--- src/rtl/sonar_pkg.sv ---
// Shared types and zone codes for the multi-channel ultrasonic ranger.
// Pure declarations: no latency, no flow control.
package sonar_pkg;

   typedef enum logic [2:0] {
      S_IDLE,
      S_TRIG,
      S_WAIT_RISE,
      S_MEASURE,
      S_HOLDOFF
   } state_t;

   localparam logic [1:0] ZONE_NONE = 2'd0;
   localparam logic [1:0] ZONE_FAR  = 2'd1;
   localparam logic [1:0] ZONE_MID  = 2'd2;
   localparam logic [1:0] ZONE_NEAR = 2'd3;

   // A width equal to a threshold lands in the farther zone.
   function automatic logic [1:0] zone_code(input int unsigned width,
                                            input int unsigned near,
                                            input int unsigned mid,
                                            input int unsigned far);
      if (width < near)     return ZONE_NEAR;
      else if (width < mid) return ZONE_MID;
      else if (width < far) return ZONE_FAR;
      else                  return ZONE_NONE;
   endfunction

endpackage

--- src/rtl/echo_sync.sv ---
// Two-flop synchroniser for one raw echo line.
// Latency 2 clk cycles; free-running, no backpressure.
module echo_sync (
   input  logic clk,
   input  logic rst_n,
   input  logic din,
   output logic dout
);

   logic meta;

   always_ff @(posedge clk or negedge rst_n) begin
      if (!rst_n) begin
         meta <= 1'b0;
         dout <= 1'b0;
      end else begin
         meta <= din;
         dout <= meta;
      end
   end

endmodule

--- src/rtl/sonar_ranger.sv ---
// Round-robin ultrasonic ranger: trigger, time the echo, classify into zones.
// Result strobe one cycle after echo fall or timeout; en only gates the start of a ping.
module sonar_ranger
   import sonar_pkg::*;
#(
   parameter int N_CH        = 3,
   parameter int CNT_W       = 20,
   parameter int TRIG_CYC    = 500,
   parameter int TIMEOUT_CYC = 1000000,
   parameter int HOLDOFF_CYC = 500000,
   parameter int NEAR_CYC    = 20000,
   parameter int MID_CYC     = 45000,
   parameter int FAR_CYC     = 70000
) (
   input  logic                                   clk,
   input  logic                                   rst_n,
   input  logic                                   en,
   input  logic [N_CH-1:0]                        echo,
   output logic [N_CH-1:0]                        trig,
   output logic                                   dist_valid,
   output logic [((N_CH > 1) ? $clog2(N_CH) : 1)-1:0] dist_ch,
   output logic [CNT_W-1:0]                       dist_data,
   output logic                                   dist_timeout,
   output logic [2*N_CH-1:0]                      zone
);

   localparam int CH_W = (N_CH > 1) ? $clog2(N_CH) : 1;

   localparam logic [CNT_W-1:0] TRIG_LAST    = CNT_W'(TRIG_CYC - 1);
   localparam logic [CNT_W-1:0] TIMEOUT_LAST = CNT_W'(TIMEOUT_CYC - 1);
   localparam logic [CNT_W-1:0] TIMEOUT_MAX  = CNT_W'(TIMEOUT_CYC);
   localparam logic [CNT_W-1:0] HOLD_LAST    = CNT_W'(HOLDOFF_CYC - 1);
   localparam logic [CH_W-1:0]  CH_LAST      = CH_W'(N_CH - 1);

   state_t            state, state_nxt;
   logic [CNT_W-1:0]  cnt, cnt_nxt;
   logic [CH_W-1:0]   cur, cur_nxt;
   logic [N_CH-1:0]   echo_s;
   logic              echo_cur;
   logic              echo_prev;
   logic              res_fire;
   logic [CNT_W-1:0]  res_data;
   logic              res_timeout;

   for (genvar g = 0; g < N_CH; g++) begin : g_sync
      echo_sync u_sync (
         .clk  (clk),
         .rst_n(rst_n),
         .din  (echo[g]),
         .dout (echo_s[g])
      );
   end

   always_comb begin
      echo_cur = 1'b0;
      for (int k = 0; k < N_CH; k++) begin
         if (cur == CH_W'(k)) echo_cur = echo_s[k];
      end
   end

   // Decoded straight from the state flop so reset clears it without a clock edge.
   always_comb begin
      trig = '0;
      if (state == S_TRIG) begin
         for (int k = 0; k < N_CH; k++) begin
            if (cur == CH_W'(k)) trig[k] = 1'b1;
         end
      end
   end

   always_ff @(posedge clk or negedge rst_n) begin
      if (!rst_n) state <= S_IDLE;
      else        state <= state_nxt;
   end

   always_comb begin
      state_nxt   = state;
      cnt_nxt     = cnt;
      cur_nxt     = cur;
      res_fire    = 1'b0;
      res_data    = '0;
      res_timeout = 1'b0;
      case (state)
         S_IDLE: begin
            if (en) begin
               state_nxt = S_TRIG;
               cnt_nxt   = '0;
            end
         end
         S_TRIG: begin
            if (cnt == TRIG_LAST) begin
               state_nxt = S_WAIT_RISE;
               cnt_nxt   = '0;
            end else begin
               cnt_nxt = cnt + CNT_W'(1);
            end
         end
         S_WAIT_RISE: begin
            // echo_prev tracks the channel through TRIG, so a level already high is not an edge.
            if (echo_cur && !echo_prev) begin
               state_nxt = S_MEASURE;
               cnt_nxt   = CNT_W'(1);
            end else if (cnt == TIMEOUT_LAST) begin
               res_fire    = 1'b1;
               res_timeout = 1'b1;
               state_nxt   = S_HOLDOFF;
               cnt_nxt     = '0;
            end else begin
               cnt_nxt = cnt + CNT_W'(1);
            end
         end
         S_MEASURE: begin
            if (cnt == TIMEOUT_MAX) begin
               res_fire    = 1'b1;
               res_data    = cnt;
               res_timeout = 1'b1;
               state_nxt   = S_HOLDOFF;
               cnt_nxt     = '0;
            end else if (!echo_cur) begin
               res_fire  = 1'b1;
               res_data  = cnt;
               state_nxt = S_HOLDOFF;
               cnt_nxt   = '0;
            end else begin
               cnt_nxt = cnt + CNT_W'(1);
            end
         end
         S_HOLDOFF: begin
            if (cnt == HOLD_LAST) begin
               state_nxt = S_IDLE;
               cnt_nxt   = '0;
               cur_nxt   = (cur == CH_LAST) ? '0 : cur + CH_W'(1);
            end else begin
               cnt_nxt = cnt + CNT_W'(1);
            end
         end
         default: begin
            state_nxt = S_IDLE;
            cnt_nxt   = '0;
         end
      endcase
   end

   always_ff @(posedge clk or negedge rst_n) begin
      if (!rst_n) begin
         cnt          <= '0;
         cur          <= '0;
         echo_prev    <= 1'b0;
         dist_valid   <= 1'b0;
         dist_ch      <= '0;
         dist_data    <= '0;
         dist_timeout <= 1'b0;
         zone         <= '0;
      end else begin
         cnt        <= cnt_nxt;
         cur        <= cur_nxt;
         echo_prev  <= echo_cur;
         dist_valid <= res_fire;
         if (res_fire) begin
            dist_ch      <= cur;
            dist_data    <= res_data;
            dist_timeout <= res_timeout;
            for (int k = 0; k < N_CH; k++) begin
               if (cur == CH_W'(k)) begin
                  zone[2*k +: 2] <= res_timeout ? ZONE_NONE :
                     zone_code(32'(res_data), NEAR_CYC, MID_CYC, FAR_CYC);
               end
            end
         end
      end
   end

endmodule
--- config.mk ---
export PLATFORM = sky130hd
export DESIGN_NAME = sonar_ranger
export DESIGN_NICKNAME = d
export VERILOG_FILES = /design/src/rtl/sonar_pkg.sv /design/src/rtl/echo_sync.sv /design/src/rtl/sonar_ranger.sv
export SDC_FILE = /design/constraint.sdc
export NUM_CORES = 1
export LEC_CHECK = 0
export BUFFER_PORTS_ARGS = -buffer_cell sky130_fd_sc_hd__buf_4
export CORE_ASPECT_RATIO = 2
export CORE_UTILIZATION = 40
export CTS_CLUSTER_SIZE = 25
export DETAILED_ROUTE_END_ITERATION = 10
export GPL_ROUTABILITY_DRIVEN = 1
export MAX_ROUTING_LAYER = met4
export SETUP_SLACK_MARGIN = 0.4
export SYNTH_ARGS = -nofsm -noshare
export SYNTH_HDL_FRONTEND = slang
export SYNTH_SLANG_ARGS = --single-unit
--- constraint.sdc ---
create_clock -name clk -period 5.5 [get_ports clk]
set_input_delay 0.55 -clock clk [delete_from_list [all_inputs] [get_ports clk]]
set_output_delay 0.55 -clock clk [all_outputs]
set_load 0.005 [all_outputs]
==> flow_summary.yaml, run 1 <==
pwr:
  sw_frac_of_total: 0.193
  clock_power_share: 0.541
  netSwitchingPower_mw: 0.199
  power.density_nw_per_um2: 277
  p_int_mw: 0.835
  ir_drop_v: 0.000256
  power_frac_seq: 0.445
  p_leak_nw: 1.71
  comb_power_share: 0.013
layout:
  area_growth_pct: 19.1
  insertedDiodeCount: 0
  drive_above_1_share: 0.172
  final_common_cell: "dfrtp_1"
  final_cell_mix: "dfrtp_1, nand2_1, buf_4"
  fill_cells: 761
  layout.nets: 382
global_route:
  grt_pass1_vias: 2663
  antenna_found_initial: 0
  grt.met3_usage: 0.0357
  met1_usage: 0.238
  grt_pass1_wl_um: 13400
  track_usage: 0.225
  top_usage_layer: "met2"
  use_met2: 0.385
  grt_max_degree: 63
  grt_overflow_total: 0
synth:
  synth_adder_area_share: 0.00799
  synth_compound_area_frac: 0.186
  synth_top_family_by_area: "simple AND/OR/NAND/NOR gates"
  ys_warn_count: 0
  synth_top_area_cell: "dfrtp_1"
  ys_seq_area_frac: 0.495
  netlist_area_um2: 3130
  synth_xor_area_frac: 0.00839
  netlist_instances: 348
  yosysUniqueCellTypes: 44
  yosysTopAreaCellShare: 0.495
  synth.avg_cell_area_um2: 9.00
  synthFlopType: "dfrtp_1"
  synth_edf_count: 0
  synth-async-reset-ratio: 1.00
  synthTopCellsByArea: "dfrtp_1, nand2_1, o21ai_0"
  yosys.area_share.simple: 0.235
  synth_nets: 356
  synth_mux_area_frac: 0.0208
  ys_seq_elements: 62
clocking:
  cts_buffers: 9
  tritoncts: "done"
  cts_resized: 0
  root_buffer: "clkbuf_16"
  clkSinkCount: 62
  cts_hold_buf: 0
  clk_pin_slew_ns: 0.05
  cts.path.max_buffers: 2
  htreeDepth: 3
  post_cts_buffers: 0
  worstSkewPairLatency_ns: 0.33
sta:
  finalHoldViolations: 0
  setup_viol_count_final: 0
  finalCriticalPeriod_ns: 3.02
  rsz0062_at_grt: "false"
  max_freq_ghz: 0.331
  slew_violations: 0
  clock_skew_ns: 0.00534
  slew_headroom: 0.442
  min_period_over_period: 0.549
  fin_tns_setup_ns: 0
  worst_slack_ns: 2.48
  tightest_slew_ns: 0.834
worst_setup_path:
  crit_path_start_kind: "flip-flop"
  reg2reg_setup_slack_ns: 2.48
  worstPathArrival_ns: 3.24
  cp_max_fo: 29
  crit_type: "reg2reg"
  required_ns: 5.72
  worstSetupEndpointType: "flip-flop"
route:
  route.detailed.drc: 0
  drt_iter0_drc: 105
  viasPerCell: 5.66
  wl_um: 8040
  dr.pass1.iters: 4
  vias: 2677
  ant_nets: 0
  routedWlPerCell_um: 17.0
die:
  die_w_um: 64.6
  io_pins: 39
  start_util: 0.412
  dieArea_um2: 8210
  core_um2: 7600
  die_y_um: 127
  rows: 45
placed_design:
  portBuffers: 38
  hpwl_um: 5750
  routabilityCongestion: 0.924
  dp_slack_ns: 2.52
status:
  status: "complete, no violations"
job:
  drv_cap: 0
min_path:
  hp-class: "in2async"
final cells by class:
class | instances | area [um^2] | share of cell area
tap | 94 | 118 | 0.0315
inverter | 7 | 26.3 | 0.00704
multi-input combinational | 254 | 1430 | 0.384
sequential | 62 | 1550 | 0.416
clock inverter | 4 | 45.0 | 0.0121
clock buffer | 12 | 256 | 0.0687
timing repair buffer | 40 | 300 | 0.0805
Yosys cell counts (5+ instances only):
cell type / number
nand2b_1: 5
nand3_1: 16
clkbuf_1: 19
inv_1: 7
nor2_1: 32
nor3_1: 12
a31oi_1: 15
nand2_1: 53
dfrtp_1: 62
a21o_1: 5
a22o_1: 9
o21ai_0: 26
a21oi_1: 24
stage by stage:
step / power [mW] / area (um^2) / utilization / instances / hold slack (ns)
floorplan: 0.470 / 3130 / - / 348 / 0.254
detailed placement: 0.483 / 3430 / 0.451 / 457 / 0.338
global route: 1.07 / 3730 / 0.491 / 473 / 0.317
global placement: 0.482 / 3430 / 0.451 / 457 / 0.338
CTS: 1.05 / 3730 / 0.491 / 473 / 0.319
finish: 1.03 / 3730 / 0.491 / 473 / 0.300
path summary, 6_finish.rpt:
kind,from,endpoint,depth (start not counted)
max reg2reg,cnt[13],cnt[4],7
max,cnt[13],cnt[4],7
min,rst_n,state[1],1
min in group clk,echo[0],g_sync[0].u_sync.meta,1
min reg2reg,g_sync[0].u_sync.meta,g_sync[0].u_sync.dout,0
max in group asynchronous,rst_n,dist_data[16],1
flip-flops by register name, summed over array words and instances, names as in the netlist:
register / cells
cur: 2
g_sync.u_sync.meta: 3
state: 3
echo_prev: 1
cnt: 20
dist_ch: 2
g_sync.u_sync.dout: 3
dist_timeout: 1
zone: 6
dist_valid: 1
dist_data: 20
critical path, stage by stage, from the launching register on:
cell	delay, ns
dfrtp_1	0.52
or4b_4	0.61
nor4b_4	0.42
a211oi_2	0.16
nor3b_4	0.34
nand2_2	0.39
a21o_1	0.29
a22o_1	0.17
routing by layer:
metal  vias up  part of all wire
li1       1293                 -
met1      1278              0.39
met2        86              0.54
met4         0             0.030
met3        20             0.043
met5         -                 0
logic make-up (layout without fill, tap and decap cells):
kind of cell	after synthesis	in the layout
DFF	62	62
buffers and inverters	32	63
AOI/OAI and AO/OA	95	95
muxes	6	6
xor gates and xnor gates	3	3
and+or+nand+nor	148	148
adders and majority gates	2	2
power groups by stage:
| stage | Combinational [mW] | Clock (mW) | Sequential (mW) |
|---|---|---|---|
| 3_5_place_dp | 0.0148 | 0 | 0.468 |
| 6_report | 0.0139 | 0.560 | 0.460 |
| 2_1_floorplan | 0.00212 | 0 | 0.468 |
| 4_1_cts | 0.0148 | 0.573 | 0.460 |
| 3_3_place_gp | 0.0145 | 0 | 0.468 |
| 5_1_grt | 0.0166 | 0.592 | 0.460 |
(Power assumes the default switching activity.)
==> run 2, diff against run 1 <==
clock period = 3.2 ns   (was 5.5 ns; I/O delays follow)
==> flow_summary.yaml, run 2 (synthesis results as in run 1) <==
route:
  dr.pass1.iters: 4
  viasPerCell: 5.73
  routedWlPerCell_um: 17.7
  vias: 2757
  wl_met3_um: 328
  wl_met2_um: 4550
  route.detailed.drc: 0
  ant_nets: 0
  drt_iter0_drc: 185
  top_layer: "met4"
  wl_um: 8490
  routedLengthMet1_um: 3270
clocking:
  tritoncts: "done"
  cts.path.max_buffers: 2
  root_buffer: "clkbuf_16"
  worstSkewPairLatency_ns: 0.33
  cts_hold_buf: 0
  clk_pin_slew_ns: 0.05
  htreeDepth: 3
  clkSinkCount: 62
  cts_buffers: 9
die:
  dieArea_um2: 8210
  die_y_um: 127
  start_util: 0.412
  die_w_um: 64.6
  rows: 45
  io_pins: 39
  core_um2: 7600
sta:
  finalHoldViolations: 0
  timing.hold.ws_ns: 0.0796
  clock_skew_ns: 0.00815
  fin_tns_setup_ns: 0
  setup_viol_count_final: 0
  slew_headroom: 0.414
  finalCriticalPeriod_ns: 2.59
  max_freq_ghz: 0.386
  rsz0062_at_grt: "false"
  min_period_over_period: 0.809
  slew_violations: 0
  tightest_slew_ns: 0.876
  worst_slack_ns: 0.610
worst_setup_path:
  worstPathArrival_ns: 2.81
  crit_type: "reg2reg"
  crit_path_start_kind: "flip-flop"
  reg2reg_setup_slack_ns: 0.61
  required_ns: 3.42
  cp_max_fo: 29
  worstSetupEndpointType: "flip-flop"
layout:
  insertedDiodeCount: 0
  drive_above_1_share: 0.186
  area_growth_pct: 20.3
  layout.nets: 392
  final_cell_mix: "dfrtp_1, nand2_1, buf_4"
  top_regs: "cnt: 20 flops, dist_data: 20 flops, zone: 6 flops"
  final_common_cell: "dfrtp_1"
global_route:
  grt_overflow_total: 0
  grt_pass1_wl_um: 13500
  track_usage: 0.227
  grt_max_degree: 63
  antenna_found_initial: 0
  grt_pass1_vias: 2642
placed_design:
  dp_slack_ns: 0.400
  hpwl_um: 6010
  routabilityCongestion: 0.910
  portBuffers: 38
job:
  drv_cap: 0
pwr:
  ir_drop_v: 0.000251
  power.density_nw_per_um2: 443
  p_leak_nw: 1.73
status:
  status: "complete, no violations"
min_path:
  hp-class: "in2async"
-- run 2: final timing paths --
check                                       from                     to  depth (start not counted)
max in group asynchronous                  rst_n                cnt[10]                          1
hold reg to reg            g_sync[1].u_sync.meta  g_sync[1].u_sync.dout                          0
setup reg to reg                         cnt[19]                 cnt[4]                          7
hold / removal                             rst_n  g_sync[0].u_sync.meta                          1
setup / recovery                         cnt[19]                 cnt[4]                          7
min in group clk                         echo[0]  g_sync[0].u_sync.meta                          1
-- run 2: what timing repair did --
| action | 4_1_cts | 5_1_grt |
|---|---|---|
| cloned | 0 | 0 |
| endpoints found under the setup margin | 2 | 2 |
| gates resized for setup | 1 | 0 |
| buffers inserted | 0 | 1 |
| pin swaps | 0 | 1 |
-- run 2: cell type report --
class / instances / area (um^2)
clock inverter: 2 / 10.0
inverter: 7 / 26.3
multi-input combinational: 254 / 1440
fill: 756 / 3830
timing repair buffer: 50 / 375
sequential: 62 / 1550
clock buffer: 12 / 246
tap: 94 / 118
-- run 2: layer usage --
layer  global-route usage  vias up
met3               0.0438       28
li1                     -     1311
met2                0.376       96
met5                    -        -
met1                0.243     1322
met4                0.146        0
-- run 2: worst max-delay path, cell delays in order, from the launching register on --
cell and delay (ns):
dfrtp_1 0.46, or4b_4 0.51, nor4b_4 0.39, a211oi_2 0.16, nor3b_4 0.30, nand2_4 0.24, a21o_1 0.24, a22o_1 0.17
-- run 2: metrics by stage --
stage / power (mW) / util / instance area [um^2] / instances
floorplan: 0.807 / - / 3130 / 348
global placement: 0.829 / 0.460 / 3500 / 466
detailed placement: 0.830 / 0.460 / 3500 / 466
CTS: 1.69 / 0.494 / 3760 / 480
global route: 1.72 / 0.495 / 3770 / 481
finish: 1.67 / 0.495 / 3770 / 481
-- run 2: power by group --
group | total [mW] | internal [mW] | switching, mW
combinational | 0.0244 | 0.00521 | 0.0192
sequential | 0.791 | 0.790 | 0.00130
clock | 0.853 | 0.532 | 0.321
==> run 3, diff against run 2 <==
clock period = 2.1 ns   (was 3.2 ns; I/O delays follow)
==> flow_summary.yaml, run 3 (synthesis results as in run 1) <==
status:
  status: "finished, violations left"
  violations: "negative setup slack"
sta:
  setup_viol_count_final: 52
  slew_headroom: 0.468
  finalHoldViolations: 0
  finalCriticalPeriod_ns: 2.37
  timing.hold.ws_ns: 0.345
  clock_skew_ns: 0.00903
  slew_violations: 0
  worst_slack_ns: -0.273
  tightest_slew_ns: 0.797
  min_period_over_period: 1.13
  max_freq_ghz: 0.421
  rsz0062_at_grt: "true"
worst_setup_path:
  reg2reg_setup_slack_ns: -0.27
  crit_path_start: "cnt[15]"
  cp_max_fo: 9
  crit_chain: "or4b_4, nor4b_4, a211oi_2, nor3b_4, nand2_4, buf_4, a21oi_2, mux2i_1"
  reg2reg_from: "cnt[15]"
  crit_end: "cnt[17]"
  cp_top_family: "simple AND/OR/NAND/NOR gates"
  crit_type: "reg2reg"
  crit_path_start_kind: "flip-flop"
  required_ns: 2.32
  worstPathArrival_ns: 2.59
  reg2reg_depth: 8
  rr_endpoint: "cnt[17]"
  path_buf_inv: 1
  worstSetupEndpointType: "flip-flop"
  crit_slowest_cell: "or4b_4"
  crit_cells: 8
  cp_slowest_stage_delay_ns: 0.55
min_path:
  hp-class: "reg2reg"
  holdCritStartpoint: "g_sync[0].u_sync.meta"
clocking:
  root_buffer: "clkbuf_16"
  cts_buffers: 9
  clkSinkCount: 62
  worstSkewPairLatency_ns: 0.34
  htreeDepth: 3
  cts.path.max_buffers: 2
  tritoncts: "done"
  clk_pin_slew_ns: 0.05
route:
  ant_nets: 0
  route.detailed.drc: 0
  viasPerCell: 5.59
  wl_um: 9690
  dr.pass1.iters: 4
  routedWlPerCell_um: 17.8
  drt_iter0_drc: 162
  vias: 3041
layout:
  fill_cells: 649
  final_common_cell: "buf_4"
  drive_above_1_share: 0.427
  final_cell_mix: "buf_4, dfrtp_1, nand2_1"
  layout.nets: 454
  register_area_um2: 1550
  multi_input_area_um2: 1740
  insertedDiodeCount: 0
  area_growth_pct: 50.7
  top_regs: "cnt: 20 flops, dist_data: 20 flops, zone: 6 flops"
global_route:
  antenna_found_initial: 0
  grt_pass1_vias: 3221
  track_usage: 0.263
  grt_pass1_wl_um: 15500
  grt_overflow_total: 0
  grt.met3_usage: 0.0509
  top_usage_layer: "met2"
  use_met2: 0.472
  grt_max_degree: 63
  met1_usage: 0.244
placed_design:
  hpwl_um: 6370
  portBuffers: 38
  routabilityCongestion: 0.854
  dp_slack_ns: -0.324
die:
  die_w_um: 64.6
  rows: 45
  die_y_um: 127
  core_um2: 7600
  io_pins: 39
  start_util: 0.412
  dieArea_um2: 8210
pwr:
  ir_drop_v: 0.000590
  p_total_mw: 2.70
  power.density_nw_per_um2: 572
  p_leak_nw: 2.22
job:
  drv_cap: 0
==> run 3: worst min path at each step <==
stage                                        to  cells past startpoint
final                     g_sync[0].u_sync.dout                      0
after global routing      g_sync[0].u_sync.dout                      0
after CTS                 g_sync[0].u_sync.dout                      0
after detailed placement  g_sync[0].u_sync.meta                      1
after global placement    g_sync[0].u_sync.meta                      1
after floorplan                          cnt[0]                      0
==> run 3: layout make-up <==
class                           count  share of cell area
Clock buffer                       11              0.0514
Clock inverter                      4              0.0101
Inverter                            7             0.00557
Multi-Input combinational cell    254               0.369
Sequential cell                    62               0.329
Tap cell                           94              0.0249
Timing Repair Buffer              112               0.210
==> run 3: report_power, final <==
part           total [mW]  leakage, nW  internal [mW]  switching [mW]
combinational      0.0473         1.27         0.0147          0.0325
clock                1.45        0.141          0.938           0.509
sequential           1.21        0.802           1.20         0.00203
total                2.70         2.22           2.16           0.544
==> run 3: per-layer routing <==
| metal | vias up | routed length, um |
|---|---|---|
| li1 | 1429 | - |
| met2 | 82 | 5600 |
| met5 | - | 0 |
| met1 | 1501 | 3390 |
| met4 | 0 | 388 |
| met3 | 29 | 312 |
==> run 3: per-stage QoR <==
stage	utilization	setup TNS, ns	area [um^2]	instances
floorplan	-	-4.31	3180	348
global placement	0.507	-7.09	3850	508
detailed placement	0.507	-8.91	3850	508
CTS	0.592	-7.32	4500	541
global route	0.621	-14.74	4720	544
finish	0.621	-10.07	4720	544
==> run 3: what timing repair did <==
item / 4_1_cts / 5_1_grt
resized for setup: 42 / 48
pin swaps: 17 / 15
buffers inserted: 11 / 3
cloned: 3 / 0
endpoints found under the setup margin: 55 / 58
hold endpoints to repair: 17 / 0
hold buffers: 4 / 0
